`src/rtl/dnn_pkg.sv`:
```
// dnn_pkg: shared constants and types for the 4-4-2 MLP sequencer.
//   W_W/X_W   : weight / input element width (signed)
//   OUT_W     : datapath result width
//   N_W/N_L1  : total weights / layer-1 weights
//   DNN_LAT   : datapath latency, dnn_in_ready -> dnn_out_valid
//   state_e   : controller states
//   IDX_*     : bank index of each weight (wIJ = source node I -> dest node J)
package dnn_pkg;

    localparam int unsigned W_W     = 5;
    localparam int unsigned X_W     = 5;
    localparam int unsigned OUT_W   = 17;
    localparam int unsigned N_W     = 24;
    localparam int unsigned N_L1    = 16;
    localparam int unsigned DNN_LAT = 3;

    typedef enum logic [1:0] {
        IDLE  = 2'd0,
        LOAD  = 2'd1,
        DRAIN = 2'd2,
        RUN   = 2'd3
    } state_e;

    // Layer 1: index = 4*input + hidden
    localparam int unsigned IDX_W04 = 0;
    localparam int unsigned IDX_W05 = 1;
    localparam int unsigned IDX_W06 = 2;
    localparam int unsigned IDX_W07 = 3;
    localparam int unsigned IDX_W14 = 4;
    localparam int unsigned IDX_W15 = 5;
    localparam int unsigned IDX_W16 = 6;
    localparam int unsigned IDX_W17 = 7;
    localparam int unsigned IDX_W24 = 8;
    localparam int unsigned IDX_W25 = 9;
    localparam int unsigned IDX_W26 = 10;
    localparam int unsigned IDX_W27 = 11;
    localparam int unsigned IDX_W34 = 12;
    localparam int unsigned IDX_W35 = 13;
    localparam int unsigned IDX_W36 = 14;
    localparam int unsigned IDX_W37 = 15;
    // Layer 2: index = N_L1 + 2*hidden + output
    localparam int unsigned IDX_W48 = 16;
    localparam int unsigned IDX_W49 = 17;
    localparam int unsigned IDX_W58 = 18;
    localparam int unsigned IDX_W59 = 19;
    localparam int unsigned IDX_W68 = 20;
    localparam int unsigned IDX_W69 = 21;
    localparam int unsigned IDX_W78 = 22;
    localparam int unsigned IDX_W79 = 23;

endpackage

```
`src/rtl/dnn_res_fifo.sv`:
```
// dnn_res_fifo: synchronous result FIFO.
//   clk_i, rst_ni : clock, async active-low reset
//   push_i/wdata_i: write request and data (ignored when full unless popping)
//   pop_i/rdata_o : read request and head-of-queue data
//   full_o/empty_o/count_o : occupancy status
module dnn_res_fifo #(
    parameter int unsigned WIDTH = 34,
    parameter int unsigned DEPTH = 4
) (
    input  logic                       clk_i,
    input  logic                       rst_ni,
    input  logic                       push_i,
    input  logic [WIDTH-1:0]           wdata_i,
    input  logic                       pop_i,
    output logic [WIDTH-1:0]           rdata_o,
    output logic                       full_o,
    output logic                       empty_o,
    output logic [$clog2(DEPTH):0]     count_o
);

    localparam int unsigned AW = $clog2(DEPTH);
    localparam int unsigned CW = AW + 1;

    logic [WIDTH-1:0] mem_q [DEPTH];
    logic [AW-1:0]    wr_ptr_q;
    logic [AW-1:0]    rd_ptr_q;
    logic [CW-1:0]    count_q;
    logic             do_push;
    logic             do_pop;

    assign full_o  = (count_q == CW'(DEPTH));
    assign empty_o = (count_q == '0);
    assign count_o = count_q;
    assign rdata_o = mem_q[rd_ptr_q];

    // A pop frees the slot at the same edge, so a full FIFO may still accept.
    assign do_pop  = pop_i && !empty_o;
    assign do_push = push_i && (!full_o || do_pop);

    always_ff @(posedge clk_i or negedge rst_ni) begin
        if (!rst_ni) begin
            for (int unsigned i = 0; i < DEPTH; i++) begin
                mem_q[i] <= '0;
            end
            wr_ptr_q <= '0;
            rd_ptr_q <= '0;
            count_q  <= '0;
        end else begin
            if (do_push) begin
                mem_q[wr_ptr_q] <= wdata_i;
                wr_ptr_q        <= wr_ptr_q + AW'(1);
            end
            if (do_pop) begin
                rd_ptr_q <= rd_ptr_q + AW'(1);
            end
            if (do_push && !do_pop) begin
                count_q <= count_q + CW'(1);
            end else if (!do_push && do_pop) begin
                count_q <= count_q - CW'(1);
            end
        end
    end

endmodule

```
`src/rtl/dnn_seq_ctrl.sv`:
```
// dnn_seq_ctrl: sequencer / configuration controller for the dnn_top MLP.
//   cfg_start/cfg_valid/cfg_data/cfg_ready : serial weight-bank load
//   x_valid/x_data/x_ready                 : input vector stream
//   dnn_x/dnn_w/dnn_in_ready               : issue side toward the datapath
//   dnn_out0/dnn_out1/dnn_out_valid        : datapath results
//   res_valid/res_data/res_ready           : buffered result stream
//   weights_loaded                         : bank complete and valid
//   err                                    : sticky [0] overflow, [1] unexpected result
module dnn_seq_ctrl
    import dnn_pkg::*;
#(
    parameter int unsigned RES_DEPTH = 4
) (
    input  logic                   clk,
    input  logic                   rst_n,
    input  logic                   cfg_start,
    input  logic                   cfg_valid,
    input  logic [W_W-1:0]         cfg_data,
    output logic                   cfg_ready,
    input  logic                   x_valid,
    input  logic [4*X_W-1:0]       x_data,
    output logic                   x_ready,
    output logic [4*X_W-1:0]       dnn_x,
    output logic [N_W*W_W-1:0]     dnn_w,
    output logic                   dnn_in_ready,
    input  logic [OUT_W-1:0]       dnn_out0,
    input  logic [OUT_W-1:0]       dnn_out1,
    input  logic                   dnn_out_valid,
    output logic                   res_valid,
    output logic [2*OUT_W-1:0]     res_data,
    input  logic                   res_ready,
    output logic                   weights_loaded,
    output logic [1:0]             err
);

    localparam int unsigned CW    = $clog2(RES_DEPTH) + 1;
    localparam int unsigned SUM_W = CW + 1;

    state_e                    state_q, state_d;
    logic [4:0]                idx_q, idx_d;
    logic [N_W-1:0][W_W-1:0]   bank_q, bank_d;
    logic                      wl_q, wl_d;
    logic [CW-1:0]             inflight_q, inflight_d;
    logic [4*X_W-1:0]          dnn_x_q, dnn_x_d;
    logic                      in_ready_q;
    logic [1:0]                err_q, err_d;

    logic [CW-1:0]             fifo_count;
    logic                      fifo_full;
    logic                      fifo_empty;
    logic [SUM_W-1:0]          credit_used;
    logic                      issue;
    logic                      ret;
    logic                      stale;
    logic                      pop;
    logic                      overflow;

    // Credit: every in-flight vector owns a FIFO slot, so results are never dropped.
    assign credit_used = {1'b0, fifo_count} + {1'b0, inflight_q};
    assign x_ready     = (state_q == RUN) && (credit_used < SUM_W'(RES_DEPTH));
    assign cfg_ready   = (state_q == LOAD);

    assign issue    = x_valid && x_ready;
    assign ret      = dnn_out_valid && (inflight_q != '0);
    assign stale    = dnn_out_valid && (inflight_q == '0);
    assign res_valid = !fifo_empty;
    assign pop      = res_valid && res_ready;
    assign overflow = ret && fifo_full && !pop;

    assign dnn_x          = dnn_x_q;
    assign dnn_w          = bank_q;
    assign dnn_in_ready   = in_ready_q;
    assign weights_loaded = wl_q;
    assign err            = err_q;

    always_comb begin
        inflight_d = inflight_q;
        if (issue && !ret) begin
            inflight_d = inflight_q + CW'(1);
        end else if (!issue && ret) begin
            inflight_d = inflight_q - CW'(1);
        end
        dnn_x_d = issue ? x_data : dnn_x_q;
        err_d   = err_q | {stale, overflow};
    end

    // Leaving RUN/IDLE uses the post-edge inflight count so a vector issued
    // on the same edge as cfg_start forces DRAIN instead of a bank rewrite.
    always_comb begin
        state_d = state_q;
        idx_d   = idx_q;
        bank_d  = bank_q;
        wl_d    = wl_q;
        unique case (state_q)
            IDLE: begin
                if (cfg_start) begin
                    if (inflight_d == '0) begin
                        state_d = LOAD;
                        idx_d   = '0;
                        wl_d    = 1'b0;
                    end else begin
                        state_d = DRAIN;
                    end
                end
            end
            DRAIN: begin
                if (inflight_q == '0) begin
                    state_d = LOAD;
                    idx_d   = '0;
                    wl_d    = 1'b0;
                end
            end
            LOAD: begin
                if (cfg_start) begin
                    idx_d = '0;
                end else if (cfg_valid) begin
                    bank_d[idx_q] = cfg_data;
                    if (idx_q == 5'(N_W - 1)) begin
                        state_d = RUN;
                        idx_d   = '0;
                        wl_d    = 1'b1;
                    end else begin
                        idx_d = idx_q + 5'd1;
                    end
                end
            end
            RUN: begin
                if (cfg_start) begin
                    if (inflight_d == '0) begin
                        state_d = LOAD;
                        idx_d   = '0;
                        wl_d    = 1'b0;
                    end else begin
                        state_d = DRAIN;
                    end
                end
            end
            default: state_d = IDLE;
        endcase
    end

    always_ff @(posedge clk or negedge rst_n) begin
        if (!rst_n) begin
            state_q    <= IDLE;
            idx_q      <= '0;
            bank_q     <= '0;
            wl_q       <= 1'b0;
            inflight_q <= '0;
            dnn_x_q    <= '0;
            in_ready_q <= 1'b0;
            err_q      <= '0;
        end else begin
            state_q    <= state_d;
            idx_q      <= idx_d;
            bank_q     <= bank_d;
            wl_q       <= wl_d;
            inflight_q <= inflight_d;
            dnn_x_q    <= dnn_x_d;
            in_ready_q <= issue;
            err_q      <= err_d;
        end
    end

    dnn_res_fifo #(
        .WIDTH (2 * OUT_W),
        .DEPTH (RES_DEPTH)
    ) u_res_fifo (
        .clk_i   (clk),
        .rst_ni  (rst_n),
        .push_i  (ret),
        .wdata_i ({dnn_out1, dnn_out0}),
        .pop_i   (pop),
        .rdata_o (res_data),
        .full_o  (fifo_full),
        .empty_o (fifo_empty),
        .count_o (fifo_count)
    );

    // Credit accounting makes a push into a full FIFO impossible.
    a_no_overflow: assert property (@(posedge clk) disable iff (!rst_n) !overflow);

endmodule

```
`config.mk`:
```
export PLATFORM = sky130hd
export DESIGN_NAME = dnn_seq_ctrl
export DESIGN_NICKNAME = d
export VERILOG_FILES = /design/src/rtl/dnn_pkg.sv /design/src/rtl/dnn_res_fifo.sv /design/src/rtl/dnn_seq_ctrl.sv
export SDC_FILE = /design/constraint.sdc
export NUM_CORES = 1
export LEC_CHECK = 0
export CAP_MARGIN = 10
export CORE_MARGIN = 2
export CORE_UTILIZATION = 30
export CTS_CLUSTER_SIZE = 20
export DETAILED_ROUTE_END_ITERATION = 10
export RECOVER_POWER = 50
export SYNTH_ARGS = -nofsm -noshare
export SYNTH_HDL_FRONTEND = slang
export SYNTH_SLANG_ARGS = --single-unit
```
`constraint.sdc`:
```
create_clock -name clk -period 3.4 [get_ports clk]
set_input_delay 0.51 -clock clk [delete_from_list [all_inputs] [get_ports clk]]
set_output_delay 0.51 -clock clk [all_outputs]
set_load 0.02 [all_outputs]
```
# Word-level counts from Yosys, hierarchy flattened
# Index checks and enable logic that the tools add are counted.
# Widths: inputs -> output; s select.
word_totals:
  romBits: 0
  register_bits: 297
  latch_bits: 0
  inputBits: 66
  elab_cells: 136
  out_inout_bits: 181
  ramBits: 0
  mem_count: 0
classes:
  magnitude_cmp: 6
  addsub: 8
  bitwise_logic: 4
  muxes: 34
  n_eq_ne: 12
  div_mod_pow: 0
  n_mul: 0
  shift: 0
  n_reduce_logical: 34
op_table:
  columns: ["op", "count"]
  rows:
  - ["$bwmux 136", 1]
  - ["$bwmux 120", 1]
  - ["$mux 34", 3]
  - ["$bmux 34 s2", 1]
  - ["$demux 34 s2", 1]
  - ["$mux 5", 7]
  - ["$demux 5 s5", 1]
  - ["$logic_and 1x1->1", 15]
  - ["$pmux 5 s3", 1]
  - ["$mux 2", 6]
  - ["$mux 3", 4]
  - ["$logic_not 3->1", 3]
  - ["$logic_not 1->1", 7]
  - ["$add 3x1->3 const B", 2]
  - ["$ge 3x3->1 const B", 2]
  - ["$lt 5x6->1 const B", 1]
  - ["$mux 1", 6]
  - ["$ne 2x1->1 const B", 3]
  - ["$ne 2x2->1 const B", 3]
  - ["$not 2->3", 2]
  - ["$pmux 2 s3", 1]
  - ["$reduce_and 6->1", 1]
  - ["$sub 3x1->3 const B", 2]
  - ["$add 5x1->5 const B", 1]
  - ["21 further kinds", 23]

# Depth between registers and ports, before layout
# Gate-level depths: netlist of the first run.
logic_depth:
  ltp_word: 12
  mapped_depth: 11
  depth_no_buf: 11

# Cells and area by module
# A second synthesis of the first run with hierarchy kept.
hier_totals:
  cells_unflattened: 854
  hier_area_um2: 12717.2
modules_own_cells:
  columns: ["mod", "cells_per_inst", "instances", "area_each_um2", "seq_area_each_um2"]
  rows:
  - ["dnn_seq_ctrl", 489, 1, 6398.6, 3853.7]
  - ["dnn_res_fifo", 365, 1, 6318.6, 3578.4]

# Worst setup path before layout of the first run
# Ideal clock, no wire load.
synth_timing:
  path_type: "reg2reg"
  startpoint: "reg inflight_q[0]"
  endpoint: "reg u_res_fifo.count_q[2] (netlist: u_res_fifo.count_o[2])"
  t_arrival_ns: 2.355
  t_required_ns: 3.321
  period_less_slack_ns: 2.434
  slack_ns: 0.966
  n_path_buf: 0
  setup_ns: 0.079
  path_stages_with_launch: 12
  cell_sequence: "dfrtp_1 -> inv_1 -> ha_1 -> or2b_4 -> nand2_2 -> nor2_8 -> ha_1 -> inv_1 -> fa_1 -> xor2_1 -> nor2_1 -> xor2_1"
synth_via:
  elab_chain_len: 6
  word_cells_on_any_way: 8
  classes_between: "mux: 1; reduce/logical: 7"
synth_rtl:
  columns: ["element", "line_no", "source"]
  rows:
  - ["start: declaration", "dnn_seq_ctrl.sv:43", "logic [CW-1:0] inflight_q, inflight_d;"]
  - ["start signal: assignment", "dnn_seq_ctrl.sv:157", "inflight_q <= inflight_d;"]
  - ["$reduce_bool 3->1 *", "dnn_seq_ctrl.sv:64", "assign ret = dnn_out_valid && (inflight_q != '0);"]
  - ["$logic_and 1x1->1 *", "dnn_seq_ctrl.sv:64", null]
  - ["$logic_and 1x1->1 *", "dnn_res_fifo.sv:38", "assign do_push = push_i && (!full_o || do_pop);"]
  - ["net u_res_fifo.do_push", "dnn_res_fifo.sv:28", "logic do_push;"]
  - ["$logic_not 1->1", "dnn_res_fifo.sv:58", "end else if (!do_push && do_pop) begin"]
  - ["$logic_and 1x1->1", "dnn_res_fifo.sv:58", null]
  - ["$reduce_bool 2->1 (no source line)", null, null]
  - ["end signal: assignment", "dnn_res_fifo.sv:57", "count_q <= count_q + CW'(1);"]
  - ["end signal: assignment", "dnn_res_fifo.sv:59", "count_q <= count_q - CW'(1);"]
  - ["end: declaration", "dnn_res_fifo.sv:27", "logic [CW-1:0] count_q;"]
# The timed path passes the listed nets; every way through them passes the cells marked *.
# A chain may end at the register's enable or synchronous reset.

# Worst setup path after layout of the first run
layout_timing:
  startpoint: "reg u_res_fifo.rd_ptr_q[0]"
  endpoint: "out res_data[33]"
layout_via:
  elab_chain_len: 4
layout_rtl:
  columns: ["element", "line_no", "source"]
  rows:
  - ["start: declaration", "dnn_res_fifo.sv:26", "logic [AW-1:0] rd_ptr_q;"]
  - ["start signal: assignment", "dnn_res_fifo.sv:54", "rd_ptr_q <= rd_ptr_q + AW'(1);"]
  - ["$not 2->3 (not written as such)", "dnn_res_fifo.sv:34", "assign rdata_o = mem_q[rd_ptr_q];"]
  - ["$bmux 34 s2", "dnn_res_fifo.sv:34", null]
  - ["$mux 34 (not written as such) (2 in series)", "dnn_res_fifo.sv:34", null]
  - ["end: declaration", "dnn_seq_ctrl.sv:30", "output logic [2*OUT_W-1:0] res_data,"]
# Every way passes these cells. The select of a mux whose other input is x is not followed.

==> qor.yml, run 1 <==
global_routing:
  grt_pass1_vias: 8561
  grt_pass1_wl_um: 50000
  antenna_found_initial: 1
  gr-total-overflow: 0
  gr-usage-all-layers_pct: 14.6
  grt_max_degree: 96
synthesis:
  synth_compound_area_share_pct: 2.19
  synth_edf_count: 0
  synth_commonest_cells: "dfrtp_1, mux2_2, mux2_1"
  yosys_register_bits: 297
  yosys.area.top_type: "dfrtp_1"
  syn_area_um2: 12700
  yosysWarnings: 0
  seq_area_frac_synth_pct: 58.6
  synth_nets: 935
  muxShareOfSynthArea_pct: 29.0
  synthXorXnorAreaFrac_pct: 0.553
  yosys.area_share.simple_pct: 5.65
  synth_fa_ha_area_share_pct: 2.02
  ys_top_cells_by_area: "dfrtp_1, mux2_2, mux2_1"
  synth_area_per_cell_um2: 14.9
  ys.flop_type: "dfrtp_1"
  synth.most_common_cell: "dfrtp_1"
  synth.distinct_cells: 55
  synth_top_area_share_pct: 58.6
  synthCells: 850
  synth_top_family_by_area: "multiplexers"
  synthArstFlopShare_pct: 100
detailed_routing:
  vias_per_cell: 4.66
  totalWireLength_um: 31500
  drt_iter0_drc: 222
  dr_total_vias: 7839
  ant_nets: 0
  routedWlPerCell_um: 18.7
  route.detailed.drc: 0
  drtPass1Iterations: 4
floorplan:
  die_w_um: 210
  initial_core_util_pct: 30.3
  num_rows: 75
  ios: 247
  die_area_um2: 43900
  die_h_um: 210
  core_area_um2: 41900
layout:
  design_area_um2: 17000
  layout-drive-gt1-share_pct: 24.7
  syn_to_final_growth_pct: 33.8
  n_antenna_cell: 0
  final_nets: 1201
  nFillCells: 3925
  fin_util_pct: 40.5
sta:
  rsz0062_at_grt: "no"
  finalHoldViolations: 0
  fmax_mhz: 339
  fin_crit_sh_pct: 86.8
  holdWs_ns: 0.455
  drv_slew: 95
  finalSetupTns_ns: 0
  fin_crit_ns: 2.95
  tightestPinTransition_ns: 2.51
  skew_ns: 0.0171
  setup_ws_ns: 0.447
  slew_headroom_pct: -67.1
  setup_violations: 0
placement:
  preCtsSetupSlack_ns: 0.565
  gp_congestion: 0.753
  dp_hpwl_um: 20800
  placedInstanceArea_um2: 15800
  io_buffers: 246
power:
  ir_worst_vdd_mv: 0.392
  p_per_area_nw_per_um2: 878
  p_leak_nw: 7.71
critical_path:
  crit_path_end_kind: "output pin"
  critPathLaunchType: "register"
  path_class: "reg2out"
  reg2reg_to: "u_res_fifo.count_o[2]"
  r2r_slack_ns: 0.52
  rr_worst_depth: 11
  cp.arrival_ns: 2.44
  crit_path_max_fanout: 19
  crit_required_ns: 2.89
  r2r_start: "inflight_q[0]"
clock_network:
  clk_path_buf_depth: 3
  post-cts-setup-buffers: 0
  cts_buffers: 36
  cts_tree: "done"
  clk_latency_ns: 0.54
  cts.sinks: 297
  cts-resized-gates: 0
  htreeDepth: 2
  cts_hold_buf: 0
  path_clk_slew_ns: 0.06
  cts_root_buffer: "clkbuf_16"
worst_hold_path:
  hold_path.class: "reg2reg"
  whs_path_depth: 1
  hold_end: "err[0]"
  hp-start: "err[0]"
status:
  violations: "capacitance limit, slew limit"
  status: "finished with violations"
run:
  drv_cap: 1
[power by group]
| group | internal (mW) | total [mW] | switching (mW) |
|---|---|---|---|
| combinational | 2.90 | 5.67 | 2.78 |
| clock | 2.39 | 3.92 | 1.53 |
| sequential | 4.69 | 5.30 | 0.611 |
| total | 9.98 | 14.9 | 4.92 |
[flip-flops by register name, summed over array words and instances (netlist names), 2 cells and up]
| signal | cells |
|---|---|
| u_res_fifo.count_o | 3 |
| inflight_q | 3 |
| u_res_fifo.mem_q | 136 |
| dnn_x | 20 |
| u_res_fifo.wr_ptr_q | 2 |
| err | 2 |
| state_q | 2 |
| u_res_fifo.rd_ptr_q | 2 |
| dnn_w | 120 |
| idx_q | 5 |
[critical path: stages (launching register included)]
cell             delay [ns]
dfrtp_2                0.35
buf_4                  0.37
mux4_2                 0.56
clkdlybuf4s50_1        0.61
[metal layers]
metal  share of wire (%)  vias up  global-route usage (%)
met4                 1.9        2                    4.38
met3                 9.1       50                    6.22
li1                    -     3576                       -
met1                  43     4001                    18.2
met5               0.038        -                       0
met2                  46      210                    22.9
[area by class of cell]
type / count / area (um2) / share of cell area, %
Clock inverter: 15 / 173 / 1.02
Inverter: 16 / 60.1 / 0.354
Tap cell: 539 / 674 / 3.98
Clock buffer: 51 / 1050 / 6.18
Timing Repair Buffer: 266 / 2590 / 15.3
Multi-Input combinational cell: 499 / 4980 / 29.4
Sequential cell: 297 / 7430 / 43.8
[cell families (layout without fill, tap and decap cells)]
family | Yosys count | after routing
multiplexers | 292 | 292
flip-flops | 297 | 297
adder cells (fa/ha/maj) | 20 | 20
AO/OA/AOI/OAI | 36 | 36
XOR/XNOR | 8 | 8
buffers and inverters | 54 | 348
AND/OR/NAND/NOR | 143 | 143
[metrics by stage]
step | instances | total power [mW]
after floorplan | 850 | 8.95
after global placement | 1617 | 11.1
after detailed placement | 1617 | 11.2
after CTS | 1683 | 15.2
after global routing | 1683 | 15.8
final | 1683 | 14.9
[cell usage in the layout (no fill, tap or decap), types with 6 or more instances in the layout]
cell and instances:
inv_1 16, mux4_2 34, dlygate4sd3_1 75, mux2_1 102, clkbuf_16 37, clkbuf_8 7
nand2_1 87, and2_1 6, buf_4 10, clkbuf_1 11, a21oi_1 8, ha_1 18
clkdlybuf4s50_1 170, clkbuf_2 6, nor2_1 14, xnor2_1 6, mux2_2 156, dfrtp_1 296
[how the worst max path moves through the flow]
stage / startpoint / endpoint / cells after the start
finish: u_res_fifo.rd_ptr_q[0] / res_data[33] / 3
CTS: u_res_fifo.rd_ptr_q[0] / res_data[7] / 3
detailed placement: cfg_valid / dnn_w[101] / 6
global route: rst_n / dnn_w[109] / 2
floorplan: inflight_q[0] / u_res_fifo.count_o[2] / 11
global placement: cfg_start / dnn_w[100] / 6
Note: power is estimated with default switching activity, not from simulation.
==> run 2, diff against run 1 <==
Settings changed: CTS_CLUSTER_SIZE 20 to not set.
==> qor.yml, run 2 (same netlist as run 1, synthesis figures left out) <==
global_routing:
  grt_pass1_wl_um: 49800
  gr-total-overflow: 0
  antenna_found_initial: 1
  grt_pass1_vias: 8548
  grt_max_degree: 96
  gr-usage-all-layers_pct: 14.5
detailed_routing:
  dr_total_vias: 7819
  drtPass1Iterations: 4
  ant_nets: 0
  drt_iter0_drc: 243
  route.detailed.drc: 0
  totalWireLength_um: 31400
  routedWlPerCell_um: 18.7
  vias_per_cell: 4.65
floorplan:
  initial_core_util_pct: 30.3
  ios: 247
  num_rows: 75
  die_h_um: 210
  core_area_um2: 41900
  die_area_um2: 43900
  die_w_um: 210
critical_path:
  reg2reg_to: "u_res_fifo.count_o[2]"
  critPathLaunchType: "register"
  cp.arrival_ns: 2.44
  crit_slowest_cell: "clkdlybuf4s50_1"
  rr_worst_depth: 11
  cp_top_family: "buffers and inverters"
  crit_path_end_kind: "output pin"
  path_class: "reg2out"
  max_stage_delay_ns: 0.60
  r2r_start: "inflight_q[0]"
  worst-path-buf-inv: 2
  r2r_slack_ns: 0.52
  crit_required_ns: 2.89
  crit_path_max_fanout: 19
  crit_path_cell_trace: "buf_4, mux4_2, clkdlybuf4s50_1"
layout:
  design_area_um2: 16900
  n_antenna_cell: 0
  final_cell_mix: "dfrtp_1, clkdlybuf4s50_1, mux2_2"
  largest_reg_flops: 136
  nFillCells: 3931
  largest-register: "u_res_fifo.mem_q"
  seq_area_um2: 7430
  layout-drive-gt1-share_pct: 24.5
  multi_input_area_um2: 4980
  final_common_cell: "dfrtp_1"
  syn_to_final_growth_pct: 33.4
  final_nets: 1201
worst_hold_path:
  hold_path.class: "reg2reg"
  hold_end: "err[0]"
  whs_path_depth: 1
  hp-start: "err[0]"
sta:
  holdWs_ns: 0.455
  fin_crit_sh_pct: 86.8
  fmax_mhz: 339
  fin_crit_ns: 2.95
  tightestPinTransition_ns: 2.51
  setup_violations: 0
  finalSetupTns_ns: 0
  skew_ns: 0.0172
  slew_headroom_pct: -67.5
  finalHoldViolations: 0
  rsz0062_at_grt: "no"
  drv_slew: 95
clock_network:
  htreeDepth: 2
  clk_latency_ns: 0.54
  cts-resized-gates: 0
  cts.sinks: 297
  cts_root_buffer: "clkbuf_16"
  post-cts-setup-buffers: 0
  clk_path_buf_depth: 3
  cts_buffers: 36
  cts_hold_buf: 0
  cts_tree: "done"
  path_clk_slew_ns: 0.06
placement:
  io_buffers: 246
  dp_hpwl_um: 20800
  placedInstanceArea_um2: 15800
  gp_congestion: 0.753
status:
  violations: "capacitance limit, slew limit"
  status: "finished with violations"
power:
  p_leak_nw: 7.68
  ir_worst_vdd_mv: 0.385
  p_per_area_nw_per_um2: 874
run:
  drv_cap: 1
==> run 2: cell type report <==
class,instances,share of cell area [%]
Sequential cell,297,43.9
Multi-Input combinational cell,499,29.4
Timing Repair Buffer,266,15.3
Clock buffer,50,6.12
Tap cell,539,3.99
Clock inverter,14,0.821
Inverter,16,0.355
==> run 2: how the worst max path moves through the flow <==
stage / cells after the start / end / slack [ns] / startpoint
after floorplan: 11 / u_res_fifo.count_o[2] / 0.97 / inflight_q[0]
after global placement: 6 / dnn_w[100] / 0.58 / cfg_start
after detailed placement: 6 / dnn_w[101] / 0.57 / cfg_valid
after CTS: 3 / res_data[7] / 0.35 / u_res_fifo.rd_ptr_q[0]
after global routing: 2 / dnn_w[109] / 0.20 / rst_n
final: 3 / res_data[33] / 0.45 / u_res_fifo.rd_ptr_q[0]
==> run 2: layer usage <==
metal | global-route usage, % | wire length, um | up-vias
li1 | - | - | 3574
met1 | 18.0 | 13500 | 3989
met2 | 22.9 | 14400 | 207
met3 | 7.08 | 3020 | 47
met4 | 3.42 | 481 | 2
met5 | 0 | 12 | -
==> run 2: per-stage QoR <==
stage	utilization [%]	setup WS, ns	total power, mW	instances
floorplan	-	0.966	8.95	850
global placement	37.8	0.579	11.1	1617
detailed placement	37.8	0.565	11.2	1617
CTS	40.6	0.346	15.1	1681
global route	40.4	0.200	15.7	1681
finish	40.4	0.447	14.8	1681
==> run 2: report_power, final <==
| group | leakage, nW | switching, mW | internal, mW |
|---|---|---|---|
| registers | 3.78 | 0.613 | 4.69 |
| logic | 3.32 | 2.79 | 2.90 |
| clock network | 0.573 | 1.50 | 2.29 |
